File: src/rtl/riscv_pkg.sv
//------------------------------------------------------------------------------
// Module   : riscv_pkg
// Purpose  : Shared types and constants for the RISC-V fetch pipeline.
// Revision : 1.0 - initial release
//------------------------------------------------------------------------------
`default_nettype none

package riscv_pkg;

  // Fetch sequencer states, one request outstanding at most.
  typedef enum logic [1:0] {
    REQ  = 2'd0,   // presenting a request to instruction memory
    WAIT = 2'd1,   // request accepted, waiting for its response
    HOLD = 2'd2,   // response parked in the skid buffer behind a decode stall
    DROP = 2'd3    // waiting for a stale response to discard after a redirect
  } fetch_state_t;

  // addi x0, x0, 0 - the canonical bubble.
  localparam logic [31:0] NOP_INSTR = 32'h0000_0013;

  // Sequential-PC helper; wraps modulo 2^32.
  function automatic logic [31:0] pc_plus4(input logic [31:0] pc);
    return pc + 32'd4;
  endfunction

endpackage

`default_nettype wire

File: src/rtl/fetch_stage_ifid_reg.sv
//------------------------------------------------------------------------------
// Module   : ifid_reg
// Purpose  : IF/ID pipeline register with flush > stall > load > bubble
//            update priority.
// Revision : 1.0 - initial release
//------------------------------------------------------------------------------
`default_nettype none

module ifid_reg
  import riscv_pkg::*;
(
  input  logic        clk,
  input  logic        reset,
  input  logic        load,
  input  logic        flush,
  input  logic        stall,
  input  logic [31:0] instr,
  input  logic [31:0] pc,
  output logic        valid_d,
  output logic [31:0] instr_d,
  output logic [31:0] pc_d,
  output logic [31:0] pcplus4_d
);

  // Pipeline register update; a flush leaves pc fields untouched so they stay deterministic.
  always_ff @(posedge clk) begin
    if (reset) begin
      valid_d   <= 1'b0;
      instr_d   <= NOP_INSTR;
      pc_d      <= 32'd0;
      pcplus4_d <= 32'd0;
    end else if (flush) begin
      valid_d   <= 1'b0;
      instr_d   <= NOP_INSTR;
    end else if (stall) begin
      valid_d   <= valid_d;
    end else if (load) begin
      valid_d   <= 1'b1;
      instr_d   <= instr;
      pc_d      <= pc;
      pcplus4_d <= pc_plus4(pc);
    end else begin
      valid_d   <= 1'b0;
      instr_d   <= NOP_INSTR;
    end
  end

endmodule

`default_nettype wire

File: src/rtl/fetch_stage.sv
//------------------------------------------------------------------------------
// Module   : fetch_stage
// Purpose  : Instruction fetch: PC, single-outstanding memory request
//            sequencer, skid buffer for stalled responses and the IF/ID
//            register.
// Revision : 1.0 - initial release
//------------------------------------------------------------------------------
`default_nettype none

module fetch_stage
  import riscv_pkg::*;
#(
  parameter logic [31:0] RESET_PC = 32'h0000_0000
) (
  input  logic        clk,
  input  logic        reset,
  input  logic        stall_d,
  input  logic        redirect_e,
  input  logic [31:0] pctarget_e,
  output logic        imem_req_valid,
  input  logic        imem_req_ready,
  output logic [31:0] imem_req_addr,
  input  logic        imem_rsp_valid,
  input  logic [31:0] imem_rsp_data,
  output logic        valid_d,
  output logic [31:0] instr_d,
  output logic [31:0] pc_d,
  output logic [31:0] pcplus4_d
);

  fetch_state_t state, state_n;
  logic [31:0]  pc_f, pc_f_n;
  logic [31:0]  pc_req;
  logic [31:0]  skid_instr;
  logic [31:0]  skid_pc;

  logic         req_accept;
  logic         skid_capture;
  logic         ifid_load;
  logic [31:0]  ifid_instr;
  logic [31:0]  ifid_pc;

  // A redirect suppresses the request in the same cycle so a wrong-path
  // address is never accepted; reset keeps the bus quiet.
  assign imem_req_valid = (state == REQ) && !redirect_e && !reset;
  assign imem_req_addr  = pc_f;
  assign req_accept     = imem_req_valid && imem_req_ready;

  // Next-state, next-PC and IF/ID load selection; redirect dominates everywhere.
  always_comb begin
    state_n      = state;
    pc_f_n       = pc_f;
    skid_capture = 1'b0;
    ifid_load    = 1'b0;
    ifid_instr   = skid_instr;
    ifid_pc      = skid_pc;
    case (state)
      REQ: begin
        if (redirect_e) begin
          pc_f_n = pctarget_e;
        end else if (req_accept) begin
          pc_f_n  = pc_plus4(pc_f);
          state_n = WAIT;
        end
      end
      WAIT: begin
        if (redirect_e) begin
          pc_f_n  = pctarget_e;
          state_n = imem_rsp_valid ? REQ : DROP;
        end else if (imem_rsp_valid) begin
          if (stall_d) begin
            skid_capture = 1'b1;
            state_n      = HOLD;
          end else begin
            ifid_load  = 1'b1;
            ifid_instr = imem_rsp_data;
            ifid_pc    = pc_req;
            state_n    = REQ;
          end
        end
      end
      HOLD: begin
        if (redirect_e) begin
          pc_f_n  = pctarget_e;
          state_n = REQ;
        end else if (!stall_d) begin
          ifid_load = 1'b1;
          state_n   = REQ;
        end
      end
      DROP: begin
        if (redirect_e) begin
          pc_f_n = pctarget_e;
        end
        if (imem_rsp_valid) begin
          state_n = REQ;
        end
      end
      default: state_n = REQ;
    endcase
  end

  // Sequencer state, fetch PC, outstanding-request PC and skid buffer.
  always_ff @(posedge clk) begin
    if (reset) begin
      state      <= REQ;
      pc_f       <= RESET_PC;
      pc_req     <= 32'd0;
      skid_instr <= NOP_INSTR;
      skid_pc    <= 32'd0;
    end else begin
      state <= state_n;
      pc_f  <= pc_f_n;
      if (req_accept) begin
        pc_req <= pc_f;
      end
      if (skid_capture) begin
        skid_instr <= imem_rsp_data;
        skid_pc    <= pc_req;
      end
    end
  end

  ifid_reg u_ifid_reg (
    .clk       (clk),
    .reset     (reset),
    .load      (ifid_load),
    .flush     (redirect_e),
    .stall     (stall_d),
    .instr     (ifid_instr),
    .pc        (ifid_pc),
    .valid_d   (valid_d),
    .instr_d   (instr_d),
    .pc_d      (pc_d),
    .pcplus4_d (pcplus4_d)
  );

endmodule

`default_nettype wire

File: config.mk
export PLATFORM = sky130hd
export DESIGN_NAME = fetch_stage
export DESIGN_NICKNAME = d
export VERILOG_FILES = /design/src/rtl/riscv_pkg.sv /design/src/rtl/fetch_stage_ifid_reg.sv /design/src/rtl/fetch_stage.sv
export SDC_FILE = /design/constraint.sdc
export NUM_CORES = 1
export LEC_CHECK = 0
export ABC_AREA = 1
export CORE_MARGIN = 2
export CORE_UTILIZATION = 30
export DETAILED_ROUTE_END_ITERATION = 10
export GPL_ROUTABILITY_DRIVEN = 1
export GPL_TIMING_DRIVEN = 0
export PLACE_DENSITY = 0.65
export SLEW_MARGIN = 10
export SYNTH_ARGS = -nofsm -noshare
export SYNTH_HDL_FRONTEND = slang
export SYNTH_HIERARCHICAL = 1
export SYNTH_SLANG_ARGS = --single-unit
File: constraint.sdc
create_clock -name clk -period 2.75 [get_ports clk]
set_clock_uncertainty 0.1 [all_clocks]
set_input_delay 0.55 -clock clk [delete_from_list [all_inputs] [get_ports clk]]
set_output_delay 0.55 -clock clk [all_outputs]
set_load 0.01 [all_outputs]
# [After elaboration in Yosys (flattened, before gate mapping)]
# Index checks and enable logic that the tools add are counted.
[op_classes] add_sub_neg=2 eq_ne=10 n_mux=31 bitwise_logic=2 n_reduce_logical=11
[op_table] cell="32-bit two-way mux" count=10
[op_table] cell="32-bit by 3-bit adder with 32-bit output, second input constant" count=2
[op_table] cell="32-bit one-hot mux with 2 select lines" count=1
[op_table] cell="2-bit two-way mux" count=9
[op_table] cell="1-bit two-way mux" count=9
[op_table] cell="3-bit != test, second input constant" count=3
[op_table] cell="2-bit one-hot mux with 4 select lines" count=1
[op_table] cell="2-bit != test, second input constant" count=3
[op_table] cell="5-bit AND reduction" count=1
[op_table] cell="2-bit equality test, second input constant" count=2
[op_table] cell="1-bit logical AND" count=3
[op_table] cell="3-bit AND reduction" count=1
[op_table] cell="3-bit OR reduction" count=1
[op_table] cell="2-bit by 1-bit equality test with 1-bit output, second input constant" count=1
[op_table] cell="1-bit zero test" count=2
[op_table] cell="2-bit zero test" count=1
[op_table] cell="2-bit by 1-bit != test with 1-bit output, second input constant" count=1
[op_table] cell="1-bit inverter" count=2
[op_table] cell="1-bit one-hot mux with 2 select lines" count=1
[op_table] cell="2-bit AND reduction" count=1
[op_table] cell="2-bit OR reduction" count=1
[word_totals] register_bits=227 input_bits=70 output_inout_bits=130 word_cells=65

# [Depth between registers and ports, before layout]
[depth] word_depth=7 ltp_mapped=18 depth_no_buf=17

# [By module]
# Netlist, hierarchy kept.
[modules_own_cells] module="fetch_stage" instances=1 cells_each=975 area_each_um2=6441.2 seq_area_each_um2=2602.5
[modules_own_cells] module="ifid_reg" instances=1 cells_each=604 area_each_um2=4141.5 seq_area_each_um2=1901.8

# [Worst setup path before layout]
# No wires, ideal clock.
[synth_path] kind="reg-to-reg" startpoint="reg state[1]" endpoint="reg u_ifid_reg.pcplus4_d[24]" setup_ns=0.109 arrival_ns=2.366 required_ns=2.541 path_slack_ns=0.175 path_stages_with_launch=19 n_path_buf=2 synth_period_minus_slack_ns=2.575 cell_sequence="dfxtp_1 > inv_1 > ha_1 > nand2_1 > inv_1 > nand2_1 > buf_2 > clkbuf_1 > o21ai_0 > ha_1 > nand2_1 > nor2_4 > nand2_1 > nor2_2 > nand2_1 > nand2_1 > nand3_1 > nand2_1 > inv_1"
[synth_via] elab_chain_cells=3 elab_cells_between_ends=6 cone_classes="add/sub: 1; eq/ne: 2; mux: 2; reduce/logical: 1"
[synth_rtl] element="from (decl)" line_no="fetch_stage.sv:31" text="fetch_state_t state, state_n;"
[synth_rtl] element="from (signal assigned)" line_no="fetch_stage.sv:112" text="state <= state_n;"
[synth_rtl] element="2-bit by 1-bit equality test with 1-bit output" line_no="fetch_stage.sv:57" text="case (state)"
[synth_rtl] element="32-bit two-way mux" line_no="fetch_stage.sv:57"
[synth_rtl] element="net ifid_pc[2]" line_no="fetch_stage.sv:41" text="logic [31:0] ifid_pc;"
[synth_rtl] element="32-bit by 3-bit adder with 32-bit output" line_no="riscv_pkg.sv:23" text="return pc + 32'd4;"
[synth_rtl] element="to (signal assigned)" line_no="fetch_stage_ifid_reg.sv:41" text="pcplus4_d <= pc_plus4(pc);"
[synth_rtl] element="to (decl)" line_no="fetch_stage_ifid_reg.sv:22" text="output logic [31:0] pcplus4_d"
# The timed path passes the listed nets, and every way through them passes these cells.
# A chain may end at the register's enable or synchronous reset.

# [Final worst setup path]
[layout_path] startpoint="reg state[0]" endpoint="out imem_req_valid"
[layout_via] elab_chain_cells=3
[layout_rtl] element="2-bit zero test" line_no="fetch_stage.sv:45" text="assign imem_req_valid = (state == REQ) && !redirect_e && !reset;"
[layout_rtl] element="1-bit logical AND (2 in a row)" line_no="fetch_stage.sv:45"
[layout_rtl] element="to (decl)" line_no="fetch_stage.sv:20" text="output logic imem_req_valid,"
# Every way passes these cells.

==> flow_metrics.tcl <==
set metrics [dict create \
    drive_gt1_share_pct 9.011 \
    synthTopCellsByArea "dfxtp_1 (43%), nand2_1 (15%), o21ai_0 (9.3%), a21oi_1 (7.9%), nor2_1 (6.8%)" \
    startpoint_type "register" \
    cts-root-buf "clkbuf_16" \
    p_int_mw 6.331 \
    reg2reg_depth 18 \
    synth_top_area_cell "dfxtp_1" \
    max_freq_mhz 376.0 \
    ir_drop_uv 421.3 \
    antenna_found_initial 1 \
    vias 11112 \
    r2r_slack_ps 190 \
    syn_avg_cell_area_um2 6.702 \
    cts_tree "done" \
    synth_simple_gate_area_share_pct 27.87 \
    num_rows 68 \
    min_path_type "reg -> reg" \
    antenna_left 0 \
    ios 200 \
    wirelength_mm 35.65 \
    p_clk_share_pct 41.6 \
    cts_made_buffers 26 \
    grt_pass1_wl_mm 55.26 \
    h-tree-depth 1 \
    ys_types 36 \
    critPathCapture "imem_req_valid" \
    status "completed" \
    pre_cts_ws_ps -1083 \
    insertion_delay_ps 530 \
    avgViaCountPerCell 4.861 \
    initial_core_util_pct 30.56 \
    core_region_area_um2 34630 \
    fin_tns_setup_ps 0 \
    rsz0062_at_grt "no" \
    setup.worst_path.end_class "primary output" \
    cts.sinks 225 \
    synth-seq-cells 225 \
    clk_pin_slew_ps 60 \
    cts_buffer_depth 3 \
    place_hpwl_mm 27.46 \
    startpoint "state[0]" \
    crit_type "reg -> out" \
    worstPathArrival_ps 2010 \
    place_congestion 0.9181 \
    max-cap-violations 0 \
    power.switching_mw 2.595 \
    fin_crit_sh_pct 96.70 \
    final_cells 2286 \
    grt_usage_pct 18.83 \
    syn_area_um2 10580 \
    worst_pin_slew_ps 673.5 \
    slew_headroom_pct 55.10 \
    r2r_start "state[1]" \
    wl_per_cell_um 15.59 \
    die_w_um 191.8 \
    yosysSeqAreaShare_pct 42.56 \
    synth_warnings 6 \
    synth_mux_area_share_pct 0 \
    synth_top_area_share_pct 42.56 \
    power.density_nw_per_um2 622.1 \
    worstReg2RegEnd "u_ifid_reg/pcplus4_d[20]" \
    setup_viol 0 \
    synthFlopType "dfxtp_1" \
    antenna_cells 0 \
    final.setup.worst_slack_ps 90.74 \
    power_mw 8.925 \
    synth_top_family_by_area "simple AND/OR/NAND/NOR gates" \
    synthCells 1579 \
    place_inst 2233 \
    final_cell_mix "nand2_1 (406), dfxtp_1 (224), clkdlybuf4s50_1 (196)" \
    synth_nets 1655 \
    finalHoldViolCount 0 \
    fillers 3606 \
    area_growth_pct 35.58 \
    power_frac_comb_pct 17.6 \
    first_pass_iters 5 \
    grt_pass1_vias 10366 \
    synth_xor_area_share_pct 0.4138 \
    die_y_um 191.8 \
    ctsHoldBuffers 0 \
    dieArea_um2 36790 \
    synthArstFlopShare_pct 0 \
    drt_iter0_drc 828 \
    final_common_cell "nand2_1" \
    yosys.area_share.adder_pct 0.7094 \
    final_nets 1887 \
    seqPwrFrac_pct 40.8 \
    slew_viol_final 0 \
    p_leak_nw 5.276 \
    synth-edff-count 0 \
    period_minus_slack_ps 2659 \
    grt-ovfl-total 0 \
    switching_share_pct 29.07 \
    grt_max_degree 14 \
    worstPathRequired_ps 2100 \
    port-buffer-count 199 \
    post-route-util_pct 41.43 \
    synth_compound_area_share_pct 19.44 \
    critical_path.max_fanout 3 \
    drc_errors 0 \
]
worst min path at each step:
| stage | from | to | slack, ps | depth (start not counted) |
|---|---|---|---|---|
| 2_1_floorplan | pc_req[10] | skid_pc[10] | 340 | 2 |
| 3_3_place_gp | u_ifid_reg/instr_d[16] | u_ifid_reg/instr_d[16] | 350 | 2 |
| 3_5_place_dp | u_ifid_reg/instr_d[16] | u_ifid_reg/instr_d[16] | 360 | 2 |
| 4_1_cts | u_ifid_reg/instr_d[16] | u_ifid_reg/instr_d[16] | 360 | 2 |
| 5_1_grt | u_ifid_reg/instr_d[13] | u_ifid_reg/instr_d[13] | 380 | 2 |
| 6_report | u_ifid_reg/instr_d[16] | u_ifid_reg/instr_d[16] | 370 | 2 |
per-stage QoR:
stage | hold WS, ps | area [um2]
after floorplan | 339.5 | 10580
after global placement | 354.5 | 13140
after detailed placement | 355.3 | 13140
after CTS | 363.2 | 14220
after global routing | 383.9 | 14350
final | 365.0 | 14350
synth_stat cells (3+ instances only):
cell type	n
nand2_1	410
dfxtp_1	225
o21ai_0	197
nor2_1	193
a21oi_1	168
inv_1	129
nand3_1	84
clkbuf_1	44
buf_2	30
buf_4	11
a211oi_1	9
nor2_4	8
nor3_1	8
a31oi_1	6
ha_1	6
buf_6	4
inv_2	4
nand4_1	4
o22ai_1	4
and2_1	3
nand2_4	3
nor2_2	3
o211ai_1	3
xor2_1	3
final cells by class:
cell class,instances,area (um2),area share [%]
well taps,455,569.3,3.968
plain buffers,91,479.2,3.340
repair buffers,204,2033,14.17
clock buffers,33,738.2,5.145
multi-input cells,1129,5323,37.10
flip-flops and latches,225,4506,31.40
inverters,134,505.5,3.523
clock inverters,15,193.9,1.352
repair_timing:
action | in CTS | in global routing
endpoints found under the setup margin | 27 | 23
resized for setup | 69 | 30
setup buffers | 2 | 3
hold endpoints to repair | 0 | 0
pin swaps | 4 | 5
layer usage:
metal	global-route usage, %	routed length, um	up-vias	share of wire (%)
li1	-	-	5575	-
met4	5.118	926	2	2.6
met5	0	11	-	0.031
met1	26.32	16370	5127	46
met3	3.015	2346	53	6.6
met2	29.95	15990	355	45
critical path, cell delays in order, from the launching register on:
cell	delay, ps
dfxtp_2	340
inv_1	100
ha_1	250
nand2_4	110
nor2_4	120
clkdlybuf4s50_1	550
sequential cells by signal, summed over array words and instances (netlist names):
| signal | flops |
|---|---|
| imem_req_addr | 32 |
| pc_req | 32 |
| skid_instr | 32 |
| skid_pc | 32 |
| state | 2 |
| u_ifid_reg/instr_d | 32 |
| u_ifid_reg/pc_d | 32 |
| u_ifid_reg/pcplus4_d | 30 |
| u_ifid_reg/valid_d | 1 |
cells by family (layout without fill, tap and decap cells):
| family | after synthesis | after routing |
|---|---|---|
| compound gates | 396 | 396 |
| buf+inv | 225 | 477 |
| flops | 225 | 225 |
| fa+ha+maj | 6 | 6 |
| xor+xnor | 5 | 5 |
| simple gates | 722 | 722 |
power groups by stage:
stage | clock network, mW | logic [mW] | registers, mW
after floorplan | 0 | 0.859 | 3.67
after global placement | 0 | 1.48 | 3.69
after detailed placement | 0 | 1.49 | 3.70
after CTS | 3.78 | 1.54 | 3.63
after global routing | 3.94 | 1.74 | 3.67
final | 3.72 | 1.57 | 3.64
No activity file was read; power rests on OpenSTA's default activity.
